[src/rtl/tone_seq_pkg.sv]
// rtl/tone_seq_pkg.sv - shared types, constants and note table for the tone sequencer
package tone_seq_pkg;

  typedef enum logic [2:0] {
    ST_IDLE = 3'd0,
    ST_LOAD = 3'd1,
    ST_PLAY = 3'd2,
    ST_DONE = 3'd3,
    ST_GAP  = 3'd4
  } tone_seq_state_t;

  localparam int unsigned NUM_NOTES   = 8;
  localparam int unsigned CLK_FREQ_HZ = 50_000_000;

  // Half-period divide counts for C4..C5 at CLK_FREQ_HZ; none may be zero.
  function automatic logic [31:0] note_count(input logic [2:0] idx);
    case (idx)
      3'd0:    note_count = 32'd95556;
      3'd1:    note_count = 32'd85131;
      3'd2:    note_count = 32'd75843;
      3'd3:    note_count = 32'd71586;
      3'd4:    note_count = 32'd63776;
      3'd5:    note_count = 32'd56818;
      3'd6:    note_count = 32'd50619;
      default: note_count = 32'd47778;
    endcase
  endfunction

endpackage

[src/rtl/tone_seq_timer.sv]
// rtl/tone_seq_timer.sv - loadable 32-bit down-counter timing notes and gaps
module tone_seq_timer
  import tone_seq_pkg::*;
(
  input  logic        inclk,
  input  logic        Reset,
  input  logic        load,
  input  logic [31:0] load_value,
  input  logic        enable,
  output logic        expired
);

  logic [31:0] count;

  // Saturates at zero so an idle enable never wraps to a huge count.
  always_ff @(posedge inclk) begin
    if (!Reset) begin
      count <= 32'd0;
    end else if (load) begin
      count <= load_value;
    end else if (enable && (count != 32'd0)) begin
      count <= count - 32'd1;
    end
  end

  assign expired = (count == 32'd0);

endmodule

[src/rtl/divider_tone_sequencer.sv]
// rtl/divider_tone_sequencer.sv - steps the tone divider through one scale
// Optional silent gap between notes is enabled by defining TONE_SEQ_GAP_EN.
module divider_tone_sequencer
  import tone_seq_pkg::*;
#(
  parameter int unsigned NOTE_CYCLES = 25_000_000
`ifdef TONE_SEQ_GAP_EN
  , parameter int unsigned GAP_CYCLES = 2_500_000
`endif
) (
  input  logic        inclk,
  input  logic        Reset,
  input  logic        start,
  input  logic        stop,
  input  logic        loop_en,
  output logic [31:0] div_clk_count,
  output logic        div_reset_n,
  output logic [2:0]  note_index,
  output logic        busy,
  output logic        done
);

  localparam logic [31:0] NOTE_LOAD = NOTE_CYCLES - 1;
`ifdef TONE_SEQ_GAP_EN
  localparam logic [31:0] GAP_LOAD  = GAP_CYCLES - 1;
`endif

  tone_seq_state_t state, state_next;
  logic [2:0]  note_next;
  logic        tmr_load;
  logic [31:0] tmr_load_value;
  logic        tmr_enable;
  logic        tmr_expired;

  tone_seq_timer u_timer (
    .inclk      (inclk),
    .Reset      (Reset),
    .load       (tmr_load),
    .load_value (tmr_load_value),
    .enable     (tmr_enable),
    .expired    (tmr_expired)
  );

  // Outputs are registered from the next state so they line up with the state they describe.
  always_ff @(posedge inclk) begin
    if (!Reset) begin
      state         <= ST_IDLE;
      note_index    <= 3'd0;
      div_clk_count <= note_count(3'd0);
      div_reset_n   <= 1'b0;
      busy          <= 1'b0;
      done          <= 1'b0;
    end else begin
      state         <= state_next;
      note_index    <= note_next;
      div_clk_count <= note_count(note_next);
      div_reset_n   <= (state_next == ST_PLAY);
      busy          <= (state_next != ST_IDLE);
      done          <= (state_next == ST_DONE);
    end
  end

  always_comb begin
    state_next     = state;
    note_next      = note_index;
    tmr_load       = 1'b0;
    tmr_load_value = NOTE_LOAD;
    tmr_enable     = 1'b0;

    case (state)
      ST_IDLE: begin
        if (start && !stop) begin
          state_next = ST_LOAD;
          note_next  = 3'd0;
        end
      end
      ST_LOAD: begin
        tmr_load   = 1'b1;
        state_next = ST_PLAY;
      end
      ST_PLAY: begin
        tmr_enable = 1'b1;
        if (tmr_expired) begin
          if ((note_index != 3'd7) || loop_en) begin
            note_next = note_index + 3'd1;
`ifdef TONE_SEQ_GAP_EN
            state_next     = ST_GAP;
            tmr_load       = 1'b1;
            tmr_load_value = GAP_LOAD;
`else
            state_next = ST_LOAD;
`endif
          end else begin
            state_next = ST_DONE;
          end
        end
      end
`ifdef TONE_SEQ_GAP_EN
      ST_GAP: begin
        tmr_enable = 1'b1;
        if (tmr_expired) begin
          state_next = ST_LOAD;
        end
      end
`endif
      ST_DONE: begin
        state_next = ST_IDLE;
        note_next  = 3'd0;
      end
      default: begin
        state_next = ST_IDLE;
        note_next  = 3'd0;
      end
    endcase

    // Abort beats everything else, including a pending note change.
    if (stop && (state != ST_IDLE)) begin
      state_next = ST_IDLE;
      note_next  = 3'd0;
      tmr_load   = 1'b0;
      tmr_enable = 1'b0;
    end
  end

endmodule
[config.mk]
export PLATFORM = sky130hd
export DESIGN_NAME = divider_tone_sequencer
export DESIGN_NICKNAME = d
export VERILOG_FILES = /design/src/rtl/tone_seq_pkg.sv /design/src/rtl/tone_seq_timer.sv /design/src/rtl/divider_tone_sequencer.sv
export SDC_FILE = /design/constraint.sdc
export NUM_CORES = 1
export LEC_CHECK = 0
export CORE_MARGIN = 2
export CORE_UTILIZATION = 45
export DETAILED_ROUTE_END_ITERATION = 7
export GPL_TIMING_DRIVEN = 0
export PLACE_DENSITY = 0.76
export RECOVER_POWER = 50
export SYNTH_ARGS = -nofsm -noshare
export SYNTH_HDL_FRONTEND = slang
export SYNTH_HIERARCHICAL = 1
export SYNTH_SLANG_ARGS = --single-unit
[constraint.sdc]
create_clock -name inclk -period 3.1 [get_ports inclk]
set_input_delay 0.465 -clock inclk [delete_from_list [all_inputs] [get_ports inclk]]
set_output_delay 0.465 -clock inclk [all_outputs]
set_load 0.01 [all_outputs]
# Yosys cells after proc, flatten, opt, wreduce, memory -nomap -nowiden
# Cells that the tools add are included.
# totals
reg_bits	73
input_bits	5
out_inout_bits	38
word_cells	52
# op_classes
addsub	2
n_eq_ne	11
mux	17
bitwise_logic	1
n_reduce_logical	13
# op_table
op	count
$pmux 17 s7	1
$mux 25	2
$logic_not 32->1	1
$reduce_bool 32->1	1
$sub 32x1->32 const B	1
$mux 3	7
$pmux 3 s3	2
$eq 3x2->1 const B	5
$eq 3x3->1 const B	3
$eq 3x1->1 const B	2
$logic_not 3->1	2
$reduce_bool 3->1	2
$mux 1	4
$add 3x1->3 const B	1
$logic_and 1x1->1	3
$ne 3x3->1 const B	1
$mux 2	1
$reduce_bool 2->1	1
$reduce_or 2->1	1
$logic_not 1->1	1
$logic_or 1x1->1	1
$not 1->1	1

# Logic depth before layout (Yosys ltp)
# Gate-level depths: netlist of the first run.
# logic_depth
depth_word	8
depth_mapped	11

# Cells and area by module
# The synthesis of the first run kept the hierarchy.
# by_module_without_submodules
module	n_inst	cells_each	area_per_inst_um2
tone_seq_timer	1	229	1935.6
divider_tone_sequencer	1	126	1213.7

# Worst setup path before layout of the first run
# No wires, ideal clock.
# synth_timing
path_kind	reg2reg
start	register u_timer.count[24]
end	register div_clk_count[12]
setup_time_ns	0.114
arrival_ns	2.913
slack_ns	0.073
path_stages_with_launch	9
synth_period_minus_slack_ns	3.027
cell_sequence	dfxtp_1 > or4_4 > or3_4 > nor3_1 > inv_1 > o211a_1 > a211oi_2 > or3b_1 > a21o_1
# synth_via
elab_chain_cells	6
# synth_rtl
element	line_no	rtl
from (decl)	tone_seq_timer.sv:13	logic [31:0] count;
from (signal assigned)	tone_seq_timer.sv:20	count <= load_value;
from (signal assigned)	tone_seq_timer.sv:22	count <= count - 32'd1;
$logic_not 32->1 (*)	tone_seq_timer.sv:26	assign expired = (count == 32'd0);
named net tmr_expired	divider_tone_sequencer.sv:33	logic tmr_expired;
$mux 3 (*)	divider_tone_sequencer.sv:83	if (tmr_expired) begin
$pmux 3 s3 (*)	divider_tone_sequencer.sv:70	case (state)
$mux 3 (*)	divider_tone_sequencer.sv:117	if (stop && (state != ST_IDLE)) begin
$eq 3x3->1 (tied with other cells)	tone_seq_pkg.sv:17	case (idx)
$pmux 17 s7 (*)	tone_seq_pkg.sv:17	
to (signal assigned)	divider_tone_sequencer.sv:49	div_clk_count <= note_count(3'd0);
to (signal assigned)	divider_tone_sequencer.sv:56	div_clk_count <= note_count(note_next);
to (decl)	divider_tone_sequencer.sv:16	output logic [31:0] div_clk_count,
# Mark *: on every way through the listed nets, which the timed path passes. The rest lies on a longest branch.
# A chain may end at the register's enable or synchronous reset.

# Worst setup path in the final report of the first run
# Ends and elaborated chain as after synthesis.

==> qor.log, run 1 <==
INFO  yosys          synth-seq-cells=58
INFO  die            placement_rows=30
INFO  timing         crit_share_post_route=97.0%
INFO  yosys          synth-main-ff-cell=sky130_fd_sc_hd__dfxtp_1
INFO  min_path       holdCritPathClass=flip-flop to flip-flop
INFO  die            die_height=87.7microns
INFO  clocking       clock_tree.buffer_depth=2
INFO  yosys          synth_edf_count=0
INFO  power_and_ir_drop power.share.clock=49.0%
INFO  cells_and_area area.growth.synth_to_final=28.8%
INFO  global_routing grt_antenna_before_repair=0
INFO  routing        routed_wire_length_per_instance=13.9microns
INFO  die            floorplan.initialDensity=46.4%
INFO  global_routing grt.total_usage=20.9%
INFO  die            dieWidth=87.7microns
INFO  timing         drv_slew=0
INFO  power_and_ir_drop leakage=0.00163uW
INFO  clocking       cts-buffers-inserted=9
INFO  power_and_ir_drop power_density=431nW/um^2
INFO  routing        drt-pass1-iter-count=6
INFO  routing        drt-total-wl=7.57mm
INFO  timing         unrepaired_setup_endpoints_after_global_routing=false
INFO  power_and_ir_drop irDropWorstVdd=0.296mV
INFO  worst_setup_path r2r_slack=0.09ns
INFO  global_routing gr-total-overflow=0
INFO  timing         relSlewSlack=40.1%
INFO  worst_setup_path worst_ep_arrival_time=3.25ns
INFO  worst_setup_path cp.required=3.35ns
INFO  worst_setup_path cp-start-kind=flip-flop
INFO  routing        routed-wl-met3=347microns
INFO  min_path       hp-start=u_timer/count[30]
INFO  cells_and_area final_nets=451
INFO  yosys          ys_async_sr_fraction=0%
INFO  placed_design  gp_congestion=0.788
INFO  global_routing grt_first_pass_wirelength=12.7mm
INFO  clocking       clock_tree_from_tritoncts=built
INFO  timing         final.min_clock_period=3.01ns
INFO  placed_design  dp_cells=524
INFO  timing         achievable-frequency=333MHz
INFO  placed_design  placement.io_buffers=27
INFO  yosys          synth.distinct_cells=78
INFO  die            coreArea=6790squm
INFO  cells_and_area drive_gt1_share=18.8%
INFO  die            floorplan.io_pins=43
INFO  routing        final_antenna_net_count=0
INFO  clocking       clk_pin_slew=0.07ns
INFO  worst_setup_path worstReg2RegEnd=div_clk_count[12]
INFO  routing        dr.first_iter.drc_count=183
INFO  power_and_ir_drop finalPower=1750uW
INFO  status         run_status=complete, no violations
INFO  routing        num_vias=2913
INFO  clocking       cts_hold_bufs=0
INFO  routing        highest-signal-layer=met4
INFO  clocking       cts_max_level=3
INFO  yosys          synth_sequential_area_ratio=36.9%
INFO  routing        post_dr_vias_cell=5.35
INFO  worst_setup_path r2r-start=u_timer/count[24]
INFO  yosys          syn-cell-area=3150squm
INFO  cells_and_area layout_commonest_cell=sky130_fd_sc_hd__dfxtp_1
INFO  worst_setup_path worstSetupEndpointType=flip-flop
INFO  yosys          syn_warnings=6
INFO  timing         timing.final.hold_violations=0
INFO  routing        drc_errors=0
INFO  power_and_ir_drop cell_internal_pwr=1340uW
INFO  clocking       clkLatencyLatePin=0.34ns
INFO  cells_and_area n_antenna_cell=0
INFO  clocking       cts_root_buffer=sky130_fd_sc_hd__clkbuf_8
INFO  min_path       worstHoldEndpoint=u_timer/count[30]
INFO  yosys          synth_cells=355
INFO  die            design.die.area=7680squm
INFO  worst_setup_path worstSetupPathType=flip-flop to flip-flop
INFO  timing         worst_slew_pin_slew=0.892ns
INFO  worst_setup_path crit_path_max_fanout=6
INFO  routing        wl_met2=3.71mm
INFO  timing         finalHoldWorstSlack=0.499ns
INFO  yosys          mean_instance_size_in_the_synthesized_netlist=8.87squm
INFO  clocking       clkSinkCount=58
INFO  timing         fin_skew=0.0109ns
INFO  cells_and_area commonest_cells_after_routing_fill_and_taps_aside=58 x sky130_fd_sc_hd__dfxtp_1, 48 x sky130_fd_sc_hd__conb_1, 34 x sky130_fd_sc_hd__o21ai_0, 25 x sky130_fd_sc_hd__dlygate4sd3_1
INFO  global_routing grt_max_degree=12
INFO  worst_setup_path r2r_cells=8
INFO  power_and_ir_drop seq_power_share=43.1%
INFO  global_routing first_global_vias=2772
INFO  min_path       hold_path_depth=2
INFO  timing         report.final.setup_viol=0
INFO  power_and_ir_drop comb_power_share=8.0%
INFO  run            cap_violations=0
INFO  routing        detail_route.wirelength.met1=3.38mm
INFO  power_and_ir_drop total_switching_power=412uW
INFO  power_and_ir_drop switching_share=23.6%
INFO  placed_design  place.detailed.hpwl=5.19mm
INFO  cells_and_area stdcell_count=544
-- how the worst max path moves through the flow --
| stage | from | to | slack [ns] | depth (start not counted) |
|---|---|---|---|---|
| after floorplan | u_timer/count[24] | div_clk_count[12] | 0.07 | 8 |
| after global placement | u_timer/count[0] | div_clk_count[11] | -0.49 | 11 |
| after detailed placement | u_timer/count[0] | div_clk_count[11] | -0.57 | 11 |
| after CTS | u_timer/count[24] | div_clk_count[11] | -0.005 | 9 |
| after global routing | u_timer/count[24] | div_clk_count[12] | 0.01 | 8 |
| final | u_timer/count[24] | div_clk_count[12] | 0.09 | 8 |
-- power by group through the flow --
stage               sequential (uW)  combinational [uW]  clock, uW
finish                          754                 139        856
global route                    754                 154        904
detailed placement              770                 124          0
floorplan                       770                96.3          0
CTS                             753                 129        874
global placement                770                 122          0
-- critical path: stages, from the launching register on --
cell and delay, ns:
sky130_fd_sc_hd__dfxtp_1 0.35, sky130_fd_sc_hd__or4_4 0.58, sky130_fd_sc_hd__or3_4 0.41, sky130_fd_sc_hd__nor3_4 0.28
sky130_fd_sc_hd__inv_2 0.12, sky130_fd_sc_hd__o211a_1 0.27, sky130_fd_sc_hd__a211oi_4 0.29, sky130_fd_sc_hd__or3b_4 0.43
sky130_fd_sc_hd__a21o_1 0.18
-- Yosys cell counts, types with 3 or more instances --
cell	n	area [sq um]
sky130_fd_sc_hd__ha_1	3	37.5
sky130_fd_sc_hd__a31oi_1	18	113
sky130_fd_sc_hd__or4_1	3	22.5
sky130_fd_sc_hd__inv_1	8	30.0
sky130_fd_sc_hd__or3_1	7	43.8
sky130_fd_sc_hd__nand2b_1	10	62.6
sky130_fd_sc_hd__o311a_1	4	40.0
sky130_fd_sc_hd__xnor2_1	8	70.1
sky130_fd_sc_hd__o31ai_1	10	75.1
sky130_fd_sc_hd__dfxtp_1	58	1160
sky130_fd_sc_hd__o31a_1	3	26.3
sky130_fd_sc_hd__clkbuf_1	9	33.8
sky130_fd_sc_hd__nand2_1	11	41.3
sky130_fd_sc_hd__buf_4	15	113
sky130_fd_sc_hd__or3_2	4	30.0
sky130_fd_sc_hd__nand3_1	6	30.0
sky130_fd_sc_hd__o21a_1	3	22.5
sky130_fd_sc_hd__nor2_1	18	67.6
sky130_fd_sc_hd__nor4_1	7	43.8
sky130_fd_sc_hd__nor3b_1	3	22.5
sky130_fd_sc_hd__o211a_1	3	30.0
sky130_fd_sc_hd__or4_2	5	43.8
sky130_fd_sc_hd__or2_2	6	37.5
sky130_fd_sc_hd__buf_6	3	33.8
sky130_fd_sc_hd__nor3_1	11	55.1
sky130_fd_sc_hd__o21ai_0	34	170
sky130_fd_sc_hd__a2111oi_0	3	26.3
sky130_fd_sc_hd__a21oi_1	18	90.1
-- layout make-up --
type                            instances  area [sq um]
Fill cell                             590          2740
Clock buffer                            9           124
Buffer                                 32           209
Sequential cell                        58          1160
Clock inverter                          7           118
Multi-Input combinational cell        302          1980
Timing Repair Buffer                   31           313
Inverter                                9          33.8
Tap cell                               96           120
-- kinds of logic (layout without fill, tap and decap cells) --
family	after synthesis	in the layout	synth area share, %
AO/OA/AOI/OAI	117	117	25.9
AND/OR/NAND/NOR	123	123	25.0
XOR/XNOR	10	10	2.78
buffers and inverters	41	88	7.71
adder cells (fa/ha/maj)	4	4	1.51
flip-flops	58	58	36.9
other	2	48	0.238
-- timing repair --
action,CTS,global route
pin swaps,2,3
setup endpoints to repair,19,15
gates resized for setup,4,7
buffers inserted,2,2
-- through the flow --
| step | setup TNS (ns) | utilization, % | cell area, sq um | setup WS (ns) |
|---|---|---|---|---|
| floorplan | 0 | - | 3320 | 0.0729 |
| detailed placement | -5.13 | 54.6 | 3710 | -0.573 |
| CTS | -0.00531 | 59.0 | 4010 | -0.00531 |
| global placement | -3.89 | 54.6 | 3710 | -0.485 |
| finish | 0 | 59.7 | 4060 | 0.0935 |
| global route | 0 | 59.7 | 4060 | 0.0122 |
-- layer usage --
metal  GRT usage, %  up-vias
li1               -     1465
met1           25.4     1374
met2           35.5       61
met3           5.09       13
met4           8.53        0
met5              0        -
-- flip-flops by register name, indices dropped and copies added, names as in the netlist --
| register | flops |
|---|---|
| busy | 1 |
| div_reset_n | 1 |
| note_index | 3 |
| done | 1 |
| u_timer/count | 32 |
| state | 3 |
| div_clk_count | 17 |
No activity file was read; power rests on OpenSTA's default activity.
==> run 2: changes to the inputs <==
--- a/config.mk
+++ b/config.mk
@@ -6,10 +6,11 @@
 export NUM_CORES = 1
 export LEC_CHECK = 0
 export CORE_MARGIN = 2
-export CORE_UTILIZATION = 45
+export CORE_UTILIZATION = 25
 export DETAILED_ROUTE_END_ITERATION = 7
+export DONT_BUFFER_PORTS = 1
 export GPL_TIMING_DRIVEN = 0
-export PLACE_DENSITY = 0.76
+export PLACE_DENSITY = 0.48
 export RECOVER_POWER = 50
 export SYNTH_ARGS = -nofsm -noshare
 export SYNTH_HDL_FRONTEND = slang
==> run 2 against run 1 <==
  * Clock power up 8.1%
  * Highest routed layer unchanged
  * Largest power group unchanged
  * Largest cell class unchanged
  * First-iteration DRC count down 44%
  * Combinational power down 3%
  * Core utilization down 27 points
  * Clock skew down 0.0023 ns
  * Critical endpoint unchanged
  * Die area up 76%
  * Worst hold slack worse by 0.090 ns
  * Wire length up 5.7%
  * Critical path depth unchanged
==> qor.log, run 2 (same netlist as run 1, synthesis figures left out) <==
INFO  status         run_status=complete, no violations
INFO  global_routing first_global_vias=2710
INFO  worst_setup_path cp.required=3.32ns
INFO  die            floorplan.initialDensity=25.9%
INFO  placed_design  dp_cells=569
INFO  clocking       clock_tree.buffer_depth=2
INFO  die            dieWidth=116microns
INFO  cells_and_area commonest_cells_after_routing_fill_and_taps_aside=58 x sky130_fd_sc_hd__dfxtp_1, 48 x sky130_fd_sc_hd__conb_1, 34 x sky130_fd_sc_hd__o21ai_0, 23 x sky130_fd_sc_hd__buf_4
INFO  routing        drt-total-wl=8.01mm
INFO  timing         crit_share_post_route=96.5%
INFO  global_routing grt_max_degree=12
INFO  timing         timing.final.ws_setup=0.107ns
INFO  die            floorplan.io_pins=43
INFO  cells_and_area n_fill_cell=1298
INFO  cells_and_area final_nets=429
INFO  cells_and_area drive_gt1_share=20.4%
INFO  timing         fin_skew=0.00859ns
INFO  power_and_ir_drop irDropWorstVdd=0.187mV
INFO  global_routing grt_antenna_before_repair=0
INFO  run            cap_violations=0
INFO  global_routing gr-total-overflow=0
INFO  routing        drt-pass1-iter-count=4
INFO  cells_and_area n_antenna_cell=0
INFO  worst_setup_path worstSetupPathType=flip-flop to flip-flop
INFO  cells_and_area largest_register=u_timer/count
INFO  worst_setup_path worst_ep_arrival_time=3.21ns
INFO  power_and_ir_drop power_density=462nW/um^2
INFO  routing        drc_errors=0
INFO  min_path       holdCritPathClass=input pin to flip-flop
INFO  timing         report.final.setup_viol=0
INFO  routing        routed_wire_length_per_instance=13.5microns
INFO  clocking       clkSinkCount=58
INFO  timing         final.min_clock_period=2.99ns
INFO  clocking       clk_pin_slew=0.06ns
INFO  timing         drv_slew=0
INFO  die            design.die.area=13500squm
INFO  cells_and_area largest_register_ff_count=32
INFO  cells_and_area layout_commonest_cell=sky130_fd_sc_hd__dfxtp_1
INFO  clocking       cts_max_level=3
INFO  clocking       cts-buffers-inserted=9
INFO  timing         achievable-frequency=334MHz
INFO  die            coreArea=12200squm
INFO  worst_setup_path worstSetupEndpointType=flip-flop
INFO  placed_design  placement.io_buffers=0
INFO  clocking       clock_tree_from_tritoncts=built
INFO  placed_design  place.detailed.hpwl=5.54mm
INFO  routing        final_antenna_net_count=0
INFO  placed_design  gp_congestion=0.788
INFO  global_routing grt.total_usage=12.4%
INFO  routing        dr.first_iter.drc_count=102
INFO  cells_and_area stdcell_count=594
INFO  timing         relSlewSlack=33.3%
INFO  worst_setup_path cp-start-kind=flip-flop
INFO  placed_design  postPlaceCellArea=3530squm
INFO  cells_and_area finalInstanceArea=3930squm
INFO  clocking       clkLatencyLatePin=0.33ns
INFO  die            placement_rows=40
INFO  timing         worst_slew_pin_slew=0.992ns
INFO  timing         timing.final.hold_violations=0
INFO  power_and_ir_drop leakage=0.00152uW
INFO  placed_design  post-place-ws=-0.674ns
INFO  cells_and_area area.growth.synth_to_final=24.7%
INFO  routing        num_vias=2788
INFO  die            die_height=116microns
INFO  clocking       cts_root_buffer=sky130_fd_sc_hd__clkbuf_16
INFO  global_routing grt_first_pass_wirelength=13.1mm
INFO  worst_setup_path crit_path_max_fanout=6
INFO  clocking       cts_hold_bufs=0
INFO  routing        post_dr_vias_cell=4.69
INFO  cells_and_area reg.largest.list=u_timer/count x32, div_clk_count x17
==> run 2: path summary, 6_finish.rpt <==
| path | from | to | slack, ns | depth (start not counted) |
|---|---|---|---|---|
| setup / recovery | u_timer/count[24] | div_clk_count[12] | 0.11 | 8 |
| hold / removal | Reset | u_timer/count[6] | 0.41 | 3 |
| setup reg to reg | u_timer/count[24] | div_clk_count[12] | 0.11 | 8 |
| hold reg to reg | u_timer/count[30] | u_timer/count[30] | 0.49 | 2 |
==> run 2: what timing repair did <==
action / 4_1_cts / 5_1_grt
pin swaps: 3 / 1
gates resized for setup: 5 / 4
endpoints found under the setup margin: 23 / 7
setup buffers: 6 / 3
==> run 2: power breakdown <==
part / switching [uW] / internal (uW) / leakage, uW / total [uW]
Combinational: 84.3 / 50.7 / 0.000916 / 135
Clock: 363 / 561 / 0.000134 / 925
Sequential: 4.64 / 750 / 0.000468 / 755
==> run 2: layout make-up <==
class | count | area (sq um) | area share (%)
Inverter | 9 | 33.8 | 0.860
Clock buffer | 10 | 239 | 6.08
Clock inverter | 6 | 42.5 | 1.08
Timing Repair Buffer | 9 | 63.8 | 1.62
Multi-Input combinational cell | 302 | 1970 | 50.1
Sequential cell | 58 | 1160 | 29.6
Buffer | 32 | 209 | 5.32
Tap cell | 168 | 210 | 5.35
==> run 2: per-layer routing <==
metal  GRT usage [%]  wire [microns]  vias up
met2            20.9            3830       45
li1                -               -     1424
met5               0               0        -
met1            14.7            3700     1307
met4            5.00             137        0
met3            3.74             339       12
==> run 2: metrics by stage <==
stage / utilization [%] / TNS [ns] / total power [uW] / hold slack [ns]
floorplan: - / 0 / 866 / 0.454
global placement: 29.0 / -7.19 / 890 / 0.478
detailed placement: 29.0 / -7.18 / 890 / 0.478
CTS: 32.0 / 0 / 1840 / 0.404
global route: 32.3 / -0.0142 / 1880 / 0.423
finish: 32.3 / 0 / 1810 / 0.409
==> run 2: worst max-delay path, stage by stage, from the launching register on <==
cell and delay (ns):
sky130_fd_sc_hd__dfxtp_1 0.34, sky130_fd_sc_hd__or4_4 0.58, sky130_fd_sc_hd__or3_4 0.44, sky130_fd_sc_hd__nor3_4 0.22, sky130_fd_sc_hd__a21oi_1 0.12, sky130_fd_sc_hd__o21a_1 0.19, sky130_fd_sc_hd__a311o_1 0.36, sky130_fd_sc_hd__or3b_1 0.44
sky130_fd_sc_hd__a21o_1 0.19
